[config.mk]
export PLATFORM = sky130hd
export DESIGN_NAME = reaction_core
export DESIGN_NICKNAME = d
export VERILOG_FILES = /design/src/rtl/reaction_pkg.sv /design/src/rtl/reaction_core_tick_gen.sv /design/src/rtl/reaction_core.sv
export SDC_FILE = /design/constraint.sdc
export NUM_CORES = 1
export LEC_CHECK = 0
export ABC_AREA = 1
export CAP_MARGIN = 10
export CORE_ASPECT_RATIO = 0.5
export CORE_MARGIN = 2
export CORE_UTILIZATION = 45
export CTS_CLUSTER_SIZE = 30
export DETAILED_ROUTE_END_ITERATION = 10
export GPL_ROUTABILITY_DRIVEN = 0
export PLACE_DENSITY = 0.68
export SLEW_MARGIN = 5
export SYNTH_ARGS = -nofsm -noshare
export SYNTH_HDL_FRONTEND = slang
export SYNTH_HIERARCHICAL = 1
export SYNTH_SLANG_ARGS = --single-unit
[constraint.sdc]
create_clock -name clk -period 6 [get_ports clk]
set_clock_uncertainty 0.05 [all_clocks]
set_input_delay 1.2 -clock clk [delete_from_list [all_inputs] [get_ports clk]]
set_output_delay 1.2 -clock clk [all_outputs]
set_load 0.02 [all_outputs]
[src/rtl/reaction_pkg.sv]
// Shared state/mode encodings and the lowest-index priority helper for the reaction game.
package reaction_pkg;

    localparam logic [1:0] MODE_IDLE  = 2'd0;
    localparam logic [1:0] MODE_ARMED = 2'd1;
    localparam logic [1:0] MODE_GO    = 2'd2;
    localparam logic [1:0] MODE_DONE  = 2'd3;

    // State codes equal the mode codes so the state register drives `mode` directly.
    typedef enum logic [1:0] {
        ST_IDLE  = MODE_IDLE,
        ST_ARMED = MODE_ARMED,
        ST_GO    = MODE_GO,
        ST_DONE  = MODE_DONE
    } state_e;

    function automatic logic [3:0] lowest_set(input logic [15:0] v);
        logic [3:0] idx;
        idx = '0;
        for (int i = 15; i >= 0; i--) begin
            if (v[i]) idx = 4'(i);
        end
        return idx;
    endfunction

endpackage

[src/rtl/reaction_core_tick_gen.sv]
// Timer tick divider: one-cycle `tick` every DIV clocks; `clr` restarts the count from zero.
module tick_gen #(
    parameter int DIV = 100000
) (
    input  logic clk,
    input  logic rst,
    input  logic clr,
    output logic tick
);

    localparam int CNT_W = (DIV > 1) ? $clog2(DIV) : 1;

    logic [CNT_W-1:0] cnt_q, cnt_d;

    assign tick = (cnt_q == CNT_W'(DIV - 1));

    always_comb begin
        cnt_d = cnt_q + 1'b1;
        if (clr || tick) cnt_d = '0;
    end

    always_ff @(posedge clk or negedge rst) begin
        if (!rst) cnt_q <= '0;
        else      cnt_q <= cnt_d;
    end

endmodule

[src/rtl/reaction_core.sv]
// Reaction-game engine: N player buttons, LFSR-randomised arming delay, tick-based reaction timer.
// Define REACTION_BEST_TIME_EN to build the best-time register; the LFSR port is rand_val (rand is reserved).
module reaction_core
    import reaction_pkg::*;
#(
    parameter int CLK_HZ      = 100000000,
    parameter int TICK_HZ     = 1000,
    parameter int N_PLAYERS   = 4,
    parameter int TIME_W      = 14,
    parameter int MAX_TIME    = 9999,
    parameter int RAND_W      = 14,
    parameter int DELAY_MIN   = 1000,
    parameter int DELAY_RND_W = 12,
    localparam int WIN_W      = (N_PLAYERS > 1) ? $clog2(N_PLAYERS) : 1
) (
    input  logic                 clk,
    input  logic                 rst,
    input  logic                 btn_start,
    input  logic [N_PLAYERS-1:0] btn_player,
    input  logic [RAND_W-1:0]    rand_val,
    output logic [TIME_W-1:0]    number,
    output logic [1:0]           mode,
    output logic [WIN_W-1:0]     winner,
    output logic                 winner_vld,
    output logic                 foul,
    output logic                 timeout,
    output logic                 go_led,
    output logic [TIME_W-1:0]    best_time
);

    localparam int DIV   = CLK_HZ / TICK_HZ;
    localparam int DLY_W = $clog2(DELAY_MIN + (1 << DELAY_RND_W));

    state_e               state_q, state_d;
    logic [DLY_W-1:0]     delay_q, delay_d, arm_delay;
    logic [TIME_W-1:0]    number_q, number_d;
    logic [WIN_W-1:0]     winner_q, winner_d, winner_idx;
    logic                 vld_q, vld_d, foul_q, foul_d, timeout_q, timeout_d, go_led_q, go_led_d;
    logic                 start_s_q, start_h_q;
    logic [N_PLAYERS-1:0] player_s_q, player_h_q;
    logic                 start_press, any_press, tick, tick_clr;
    logic [N_PLAYERS-1:0] player_press;
    logic                 unused_rand;

    assign start_press  = start_s_q & ~start_h_q;
    assign player_press = player_s_q & ~player_h_q;
    assign any_press    = |player_press;
    assign winner_idx   = WIN_W'(lowest_set(16'(player_press)));
    assign arm_delay    = DLY_W'(DELAY_MIN) + DLY_W'(rand_val[DELAY_RND_W-1:0]);
    assign unused_rand  = ^rand_val;

    // Restart the divider on every entry to ARMED or GO so the first tick lands DIV cycles later.
    assign tick_clr = (state_d != state_q) && (state_d == ST_ARMED || state_d == ST_GO);

    tick_gen #(.DIV(DIV)) u_tick (
        .clk  (clk),
        .rst  (rst),
        .clr  (tick_clr),
        .tick (tick)
    );

    always_comb begin
        state_d   = state_q;
        delay_d   = delay_q;
        number_d  = number_q;
        winner_d  = winner_q;
        vld_d     = vld_q;
        foul_d    = foul_q;
        timeout_d = timeout_q;
        go_led_d  = go_led_q;
        unique case (state_q)
            ST_IDLE, ST_DONE: begin
                if (start_press) begin
                    state_d   = ST_ARMED;
                    delay_d   = arm_delay;
                    number_d  = '0;
                    winner_d  = '0;
                    vld_d     = 1'b0;
                    foul_d    = 1'b0;
                    timeout_d = 1'b0;
                    go_led_d  = 1'b0;
                end
            end
            ST_ARMED: begin
                if (any_press) begin
                    state_d  = ST_DONE;
                    foul_d   = 1'b1;
                    winner_d = winner_idx;
                    vld_d    = 1'b1;
                end else if (start_press) begin
                    state_d = ST_IDLE;
                end else if (tick) begin
                    if (delay_q <= DLY_W'(1)) begin
                        state_d  = ST_GO;
                        go_led_d = 1'b1;
                        number_d = '0;
                    end else begin
                        delay_d = delay_q - 1'b1;
                    end
                end
            end
            ST_GO: begin
                if (any_press) begin
                    state_d  = ST_DONE;
                    go_led_d = 1'b0;
                    winner_d = winner_idx;
                    vld_d    = 1'b1;
                end else if (start_press) begin
                    state_d  = ST_IDLE;
                    number_d = '0;
                    go_led_d = 1'b0;
                end else if (tick) begin
                    number_d = number_q + 1'b1;
                    if (number_q == TIME_W'(MAX_TIME - 1)) begin
                        state_d   = ST_DONE;
                        timeout_d = 1'b1;
                        go_led_d  = 1'b0;
                    end
                end
            end
        endcase
    end

    // History registers reset high so a button held through reset produces no edge.
    always_ff @(posedge clk or negedge rst) begin
        if (!rst) begin
            state_q    <= ST_IDLE;
            delay_q    <= '0;
            number_q   <= '0;
            winner_q   <= '0;
            vld_q      <= 1'b0;
            foul_q     <= 1'b0;
            timeout_q  <= 1'b0;
            go_led_q   <= 1'b0;
            start_s_q  <= 1'b1;
            start_h_q  <= 1'b1;
            player_s_q <= '1;
            player_h_q <= '1;
        end else begin
            state_q    <= state_d;
            delay_q    <= delay_d;
            number_q   <= number_d;
            winner_q   <= winner_d;
            vld_q      <= vld_d;
            foul_q     <= foul_d;
            timeout_q  <= timeout_d;
            go_led_q   <= go_led_d;
            start_s_q  <= btn_start;
            start_h_q  <= start_s_q;
            player_s_q <= btn_player;
            player_h_q <= player_s_q;
        end
    end

    assign mode       = state_q;
    assign number     = number_q;
    assign winner     = winner_q;
    assign winner_vld = vld_q;
    assign foul       = foul_q;
    assign timeout    = timeout_q;
    assign go_led     = go_led_q;

`ifdef REACTION_BEST_TIME_EN
    logic [TIME_W-1:0] best_q, best_d;

    always_comb begin
        best_d = best_q;
        if (state_q == ST_GO && any_press && number_q < best_q) best_d = number_q;
    end

    always_ff @(posedge clk or negedge rst) begin
        if (!rst) best_q <= TIME_W'(MAX_TIME);
        else      best_q <= best_d;
    end

    assign best_time = best_q;
`else
    assign best_time = '0;
`endif

endmodule

Word-level counts from Yosys, hierarchy flattened
Cells that the tools add are included. W data, S select, Z words.

Add/sub/neg operators: 4. Order comparisons: 1. Eq/ne operators: 23. Multiplexer cells: 51. Bitwise gates (word level): 4. Reduce and logical (&&, ||, !) cells: 15.

Operators with widths (number): $mux W14 (8); $mux W13 (5); $pmux W14 S3 (1); $mux W2 (15); $pmux W13 S2 (1); $ne A2 B2 Y1 const B (9); $add A17 B1 Y17 const B (1); $eq A17 B17 Y1 const B (1); $mux W17 (1); $add A14 B1 Y14 const B (1); $eq A14 B14 Y1 const B (1); $mux W1 (14); $reduce_and A7 Y1 (2); $add A10 B12 Y13 const A (1); $le A13 B1 Y1 const B (1); $sub A13 B1 Y13 const B (1); $reduce_and A6 Y1 (2); $eq A2 B2 Y1 const B (3); $ne A2 B1 Y1 const B (3); $pmux W1 S2 (3); $pmux W2 S3 (1); $and A4 B4 Y4 (1); $eq A2 B1 Y1 const B (2); $ne A4 B3 Y1 const B (1); 16 further kinds (19).

Flip-flop bits (word level): 62. Output and inout bits: 36. Logic and storage cells: 111.

Depth between registers and ports, before layout
Gate-level depths: netlist (run 1).

Word-level depth: 11. Gate-level depth with buffers: 17. Gate-level depth less buffers: 16.

Cells and area by module
The synthesis (run 1) kept the hierarchy.

Modules (own cells, without submodules): reaction_core (times used 1, cells an instance 412, area each 3010.4 um^2, sequential area each 1138.6 um^2); tick_gen (times used 1, cells an instance 129, area each 1018.5 um^2, sequential area each 425.4 um^2).

Worst setup path before layout (run 1)
OpenSTA, ideal clock, no wires.

Path kind: in2reg. Start point: input rand_val[3]. End point: register delay_q[9]. Arrival time: 2039 ps. Setup slack: 3784 ps. Stages on the path: 7. Cells stage by stage: ha_1 nor2_1 inv_1 o31ai_1 a21oi_1 a21oi_1 o21ai_0.

Word-level cells in the longest chain between the ends: 3.

Ends and longest elaborated chain: from (decl) (line reaction_core.sv:20) `input logic [RAND_W-1:0] rand_val,`; $add A10 B12 Y13 (line reaction_core.sv:49) `assign arm_delay = DLY_W'(DELAY_MIN) + DLY_W'(rand_val[DELAY_RND_W-1:0]);`; $mux W13 (line reaction_core.sv:73) `if (start_press) begin`; $pmux W13 S2 (line reaction_core.sv:71) `unique case (state_q)`; to (signal assigned) (line reaction_core.sv:141) `delay_q <= delay_d;`; to (decl) (line reaction_core.sv:35) `logic [DLY_W-1:0] delay_q, delay_d, arm_delay;`.

Every way passes these cells. The select of a mux whose other input is x is not followed. A chain may end at the register's enable or synchronous reset.

Final worst setup path (run 1)
Start point: register number_q[7] (netlist: number[7]). End point: output number[7].

RTL lines: from (decl) (line reaction_core.sv:36) `logic [TIME_W-1:0] number_q, number_d;`; from (signal assigned) (line reaction_core.sv:142) `number_q <= number_d;`; to (decl) (line reaction_core.sv:21) `output logic [TIME_W-1:0] number,`.

No word-level cell between the ends.

==> results of run 1 <==
-- state kept, by name (all words and copies together) (netlist names) --
| name | count |
|---|---|
| start_s_q | 1 |
| winner | 2 |
| player_s_q | 4 |
| u_tick/cnt_q | 17 |
| timeout | 1 |
| go_led | 1 |
| mode | 2 |
| number | 14 |
| player_h_q | 4 |
| winner_vld | 1 |
| start_h_q | 1 |
| delay_q | 13 |
| foul | 1 |
-- path summary, 6_finish.rpt --
check	startpoint	end	slack (ns)	depth (start not counted)
worst max-delay path	number[7]$_DFFE_PN0P_	number[7]	3.28	1
worst min-delay path	player_s_q[1]$_DFF_PN1_	player_h_q[1]$_DFF_PN1_	0.31	0
worst min register to register	player_s_q[1]$_DFF_PN1_	player_h_q[1]$_DFF_PN1_	0.31	0
max in group asynchronous	rst	u_tick/cnt_q[4]$_DFF_PN0_	4.40	2
worst max register to register	mode[1]$_DFF_PN0_	number[5]$_DFFE_PN0P_	3.33	11
min in group asynchronous	rst	number[3]$_DFFE_PN0P_	0.98	2
-- per-stage QoR --
step           instance area (um^2)  setup slack, ns
6_report                       4760             3.28
5_1_grt                        4760             3.09
4_1_cts                        4760             3.26
3_5_place_dp                   4450             3.05
3_3_place_gp                   4450             3.08
2_1_floorplan                  4080             3.78
-- area by class of cell --
class	count	area share [%]
timing repair buffer	41	8.47
sequential	62	32.9
clock buffer	12	5.39
clock inverter	4	1.13
inverter	68	5.44
tap	117	3.08
multi-input combinational	400	43.6
-- cell usage after synthesis (3+ instances only) --
library cell,count
dfrtp_1,52
inv_1,59
nand3_1,32
o31ai_1,4
a21oi_1,18
dfstp_2,10
inv_2,6
nand2_4,4
nor4_1,6
nor3_1,8
o21ai_1,13
nor2_1,54
o21ai_2,10
nand4_1,16
nor2_2,21
xnor2_1,5
ha_1,8
o21ai_0,22
nand2_2,8
nor2_4,3
nand2_1,129
buf_4,14
buf_2,5
o21bai_1,4
xor2_1,10
-- kinds of logic after synthesis --
group | after synthesis | synth area share, %
XOR/XNOR | 15 | 3.26
buffers and inverters | 92 | 10.9
adder cells (fa/ha/maj) | 8 | 2.48
AO/OA/AOI/OAI | 76 | 11.3
AND/OR/NAND/NOR | 287 | 33.1
flip-flops | 62 | 38.8
other | 1 | 0.0931
-- power by group --
group / total, uW / switching [uW] / leakage [uW] / internal [uW]
Clock: 534 / 189 / 0.000145 / 345
Combinational: 908 / 626 / 0.00115 / 283
Sequential: 591 / 80.5 / 0.000791 / 510
-- metal layers --
| metal | vias to the layer above | global-route usage, % | share of wire, % |
|---|---|---|---|
| li1 | 1800 | - | - |
| met1 | 1578 | 26.2 | 50 |
| met2 | 77 | 30.7 | 43 |
| met3 | 8 | 5.66 | 5.5 |
| met4 | 0 | 5.33 | 1.1 |
| met5 | - | 0 | 0 |
==> impl_metrics.py, run 1 <==
metrics = {
    "timing": {
        "tns_ns": 0,
        "timing.fmax_mhz": 368,
        "finalHoldViolCount": 0,
        "worstMarginPinSlew_ns": 0.778,
        "fin_crit_ns": 2.72,
        "drv_slew": 0,
        "grt_setup_unrepaired": "false",
        "relSlewSlack_pct": 48.2,
        "setup_viol": 0,
        "hold-worst-slack_ns": 0.314,
        "fin_crit_sh_pct": 45.3,
    },
    "floorplanning": {
        "die-area_um2": 9770,
        "die_x_um": 138,
        "row_count": 24,
        "die_h_um": 70.9,
        "start_util_pct": 46.3,
        "io_pins": 57,
        "core_um2": 8710,
    },
    "grt": {
        "grt_pass1_vias": 3229,
        "grt_max_degree": 63,
        "gr-total-overflow": 0,
        "grtUsageTotal_pct": 19.4,
        "grt_pass1_wl_mm": 14.9,
        "antenna_found_initial": 0,
    },
    "power": {
        "vdd_ir_drop_max_v": 0.000278,
        "p_leak_uw": 0.00208,
        "fin_total_pwr_uw": 2030,
        "p_per_area_nw_per_um2": 427,
    },
    "setup_path": {
        "slowest_delay_ns": 0.65,
        "cp_num_buf_inv": 1,
        "required_ns": 4.75,
        "cp.arrival_ns": 1.47,
        "crit_type": "reg -> out",
        "critPathLaunchType": "register",
        "cp_max_fo": 7,
        "end_kind": "output port",
        "crit_slowest_cell": "clkdlybuf4s50_1",
        "crit_chain": "clkdlybuf4s50_1",
        "cpLargestDelayFamily": "buffers and inverters",
    },
    "final_layout": {
        "final_cell_mix": "nand2_1 (129), inv_1 (59), nor2_1 (54)",
        "multi_input_area_um2": 2070,
        "nFillCells": 836,
        "stdcell_count": 704,
        "num_antenna_cells": 0,
        "num-nets-final": 611,
        "final_common_cell": "nand2_1",
        "syn2layout_area_growth_pct": 18.1,
        "drive_gt1_share_pct": 14.8,
        "utilization_pct": 54.6,
        "seqCellArea_um2": 1560,
    },
    "route": {
        "avgViaCountPerCell": 4.92,
        "drtIter0Drc": 214,
        "drc": 0,
        "drtPass1Iterations": 4,
        "ant_nets": 0,
        "wl_mm": 8.61,
        "routedWlPerCell_um": 12.2,
        "vias": 3463,
    },
    "min_path": {
        "hold_class": "reg -> reg",
    },
    "clock_tree": {
        "hold_buffers": 0,
        "cts_made_buffers": 9,
        "cts.sink_count": 62,
        "cts_tree": "yes",
        "ctsResizeCount": 0,
        "ctsRootBufferMaster": "clkbuf_16",
        "cts.clk_slew.worst_paths_ns": 0.05,
        "cts_max_level": 3,
        "cts_buffer_depth": 2,
        "clkLatencyLatePin_ns": 0.33,
        "post_cts_buffers": 0,
    },
    "placed_design": {
        "hpwlAfterDp_mm": 6.19,
        "numPortBuffers": 40,
        "placed_cells": 688,
    },
    "synthesis": {
        "synth_cell_types": 41,
        "synth_top_area_share_pct": 32.3,
        "syn_inst": 541,
        "synth.top_cells.by_area": "dfrtp_1 (32%), nand2_1 (12%), dfstp_2 (6.5%), inv_1 (5.5%), nor2_1 (5.0%)",
        "synth_top_cell_by_area": "dfrtp_1",
        "syn-cell-area_um2": 4030,
        "synth_edf_count": 0,
        "ys_ff_latch": 62,
        "yosysWarnings": 6,
        "ys.flop_type": "dfrtp_1",
        "syn_avg_cell_area_um2": 7.45,
        "yosysSeqAreaShare_pct": 38.8,
        "ys_async_sr_fraction_pct": 100,
    },
    "job": {
        "maxCapViolations": 0,
    },
    "run_status": {
        "outcome": "complete, no violations",
    },
}
No activity file was read; power rests on OpenSTA's default activity.
==> run 2, diff against run 1 <==
PLACE_DENSITY = 0.7   (was 0.68)
clock period = 2.2 ns   (was 6 ns; I/O delays follow)
==> run 2 against run 1 <==
Against the previous run:
- sequential share of layout area decreased by 2.0 points
- total power increased to 2.9 times the previous value
- highest routed layer unchanged
- count of clock-buffer cells in the layout increased by 1
- critical endpoint is now u_tick/cnt_q[4]$_DFF_PN0_
- register-to-register slack got worse by 3.3 ns
- die area unchanged
- sequential power increased to 2.7 times the previous value
- core utilization increased by 3.6 points
- non-clock buffer count increased by 37
- global-route usage increased by 0.20 points
==> impl_metrics.py, run 2 (same netlist as run 1, synthesis figures left out) <==
metrics = {
    "grt": {
        "antenna_found_initial": 0,
        "grt_max_degree": 46,
        "grt_pass1_wl_mm": 15.1,
        "gr-total-overflow": 0,
        "grt_pass1_vias": 3234,
        "grtUsageTotal_pct": 19.6,
    },
    "setup_path": {
        "path_common_cell": "nand2_1",
        "required_ns": 2.36,
        "cp_num_buf_inv": 2,
        "cp_max_fo": 8,
        "slowest_delay_ns": 0.35,
        "crit_slowest_cell": "dfrtp_1",
        "crit_type": "reg -> reg",
        "crit_chain": "ha_1 > nand2_1 > nor2_2 > nand3_2 > inv_1 > nand4_1 > nand2_1 > nand2_1 > a21oi_1 > nand3_1 > nand2_1 > inv_2 > nand2_4 > nor2_2",
        "end_kind": "register",
        "critPathLaunchType": "register",
        "cp.arrival_ns": 2.30,
        "cpLargestDelayFamily": "simple AND/OR/NAND/NOR gates",
    },
    "run_status": {
        "outcome": "complete, no violations",
    },
    "clock_tree": {
        "cts_made_buffers": 9,
        "hold_buffers": 0,
        "cts.sink_count": 62,
        "cts.clk_slew.worst_paths_ns": 0.05,
        "clkLatencyLatePin_ns": 0.32,
        "cts_buffer_depth": 2,
        "cts_max_level": 3,
        "ctsRootBufferMaster": "clkbuf_16",
        "cts_tree": "yes",
    },
    "placed_design": {
        "hpwlAfterDp_mm": 6.63,
        "placed_cells": 722,
        "numPortBuffers": 40,
        "place_area_um2": 4710,
    },
    "floorplanning": {
        "start_util_pct": 46.3,
        "row_count": 24,
        "die_x_um": 138,
        "die-area_um2": 9770,
        "core_um2": 8710,
        "die_h_um": 70.9,
        "io_pins": 57,
    },
    "final_layout": {
        "stdcell_count": 742,
        "num_antenna_cells": 0,
        "syn2layout_area_growth_pct": 25.9,
        "final_common_cell": "nand2_1",
        "nFillCells": 804,
        "final_cell_mix": "nand2_1 (129), inv_1 (58), nor2_1 (53)",
        "num-nets-final": 649,
        "drive_gt1_share_pct": 20.6,
        "postLayoutCellArea_um2": 5070,
        "largest_register_ffs": 17,
        "regMostFlops": "u_tick/cnt_q",
    },
    "timing": {
        "hold-worst-slack_ns": 0.00652,
        "fin_crit_sh_pct": 97.0,
        "grt_setup_unrepaired": "true",
        "finalHoldViolCount": 0,
        "drv_slew": 0,
        "setup_viol": 0,
        "tns_ns": 0,
        "fin_crit_ns": 2.13,
        "timing.fmax_mhz": 469,
    },
    "min_path": {
        "hold_class": "in -> async",
    },
    "job": {
        "maxCapViolations": 0,
    },
    "power": {
        "vdd_ir_drop_max_v": 0.000647,
        "p_per_area_nw_per_um2": 1160,
        "p_leak_uw": 0.00229,
    },
    "route": {
        "routedWlPerCell_um": 12.5,
        "drtPass1Iterations": 5,
        "drc": 0,
        "vias": 3653,
        "wl_mm": 9.25,
        "drtIter0Drc": 200,
        "avgViaCountPerCell": 4.92,
        "ant_nets": 0,
    },
}
[run 2: final cells by class]
class	count	area, um^2	share of cell area (%)
multi-input combinational	401	2110	41.5
tap	117	146	2.89
timing repair buffer	78	706	13.9
inverter	68	262	5.16
sequential	62	1560	30.8
clock inverter	3	17.5	0.345
clock buffer	13	270	5.33
[run 2: path summary, 6_finish.rpt]
path,endpoint,start,slack [ns],cells after the start
max in group asynchronous,player_h_q[0]$_DFF_PN1_,rst,1.45,2
max reg2reg,u_tick/cnt_q[4]$_DFF_PN0_,u_tick/cnt_q[1]$_DFF_PN0_,0.07,14
max,u_tick/cnt_q[4]$_DFF_PN0_,u_tick/cnt_q[1]$_DFF_PN0_,0.07,14
min in group clk,player_h_q[2]$_DFF_PN1_,player_s_q[2]$_DFF_PN1_,0.31,0
min,number[3]$_DFFE_PN0P_,rst,0.007,1
min reg2reg,player_h_q[2]$_DFF_PN1_,player_s_q[2]$_DFF_PN1_,0.31,0
[run 2: per-layer routing]
| layer | wire, um | up-vias | global-route usage, % | share of wire [%] |
|---|---|---|---|---|
| li1 | - | 1881 | - | - |
| met5 | 0 | - | 0 | 0 |
| met2 | 4200 | 95 | 30.2 | 45 |
| met4 | 74 | 0 | 4.88 | 0.80 |
| met3 | 483 | 8 | 4.73 | 5.2 |
| met1 | 4490 | 1669 | 27.9 | 49 |
[run 2: report_power, final]
group	leakage, uW	internal (uW)	switching [uW]
registers	0.000791	1390	198
clock network	0.000142	850	489
logic	0.00136	1050	1920
[run 2: repair_timing]
action / in CTS / in global routing
endpoints found under the setup margin: 0 / 32
resized for setup: 0 / 6
hold endpoints to repair: 0 / 0
setup buffers: 0 / 3
[run 2: through the flow]
step | total power, uW | worst slack, ns | utilization [%]
2_1_floorplan | 3690 | 0.127 | -
3_3_place_gp | 4200 | 0.0625 | 54.1
3_5_place_dp | 4270 | 0.0388 | 54.1
4_1_cts | 5640 | 0.0267 | 57.4
5_1_grt | 6340 | -0.0828 | 58.2
6_report | 5900 | 0.0657 | 58.2
[run 2: worst register-to-register path, stage by stage (launching register included)]
cell	delay, ns
dfrtp_1	0.35
ha_1	0.18
nand2_1	0.08
nor2_2	0.13
nand3_2	0.09
inv_1	0.12
nand4_1	0.13
nand2_1	0.10
nand2_1	0.08
a21oi_1	0.23
nand3_1	0.10
nand2_1	0.08
inv_2	0.08
nand2_4	0.17
nor2_2	0.05
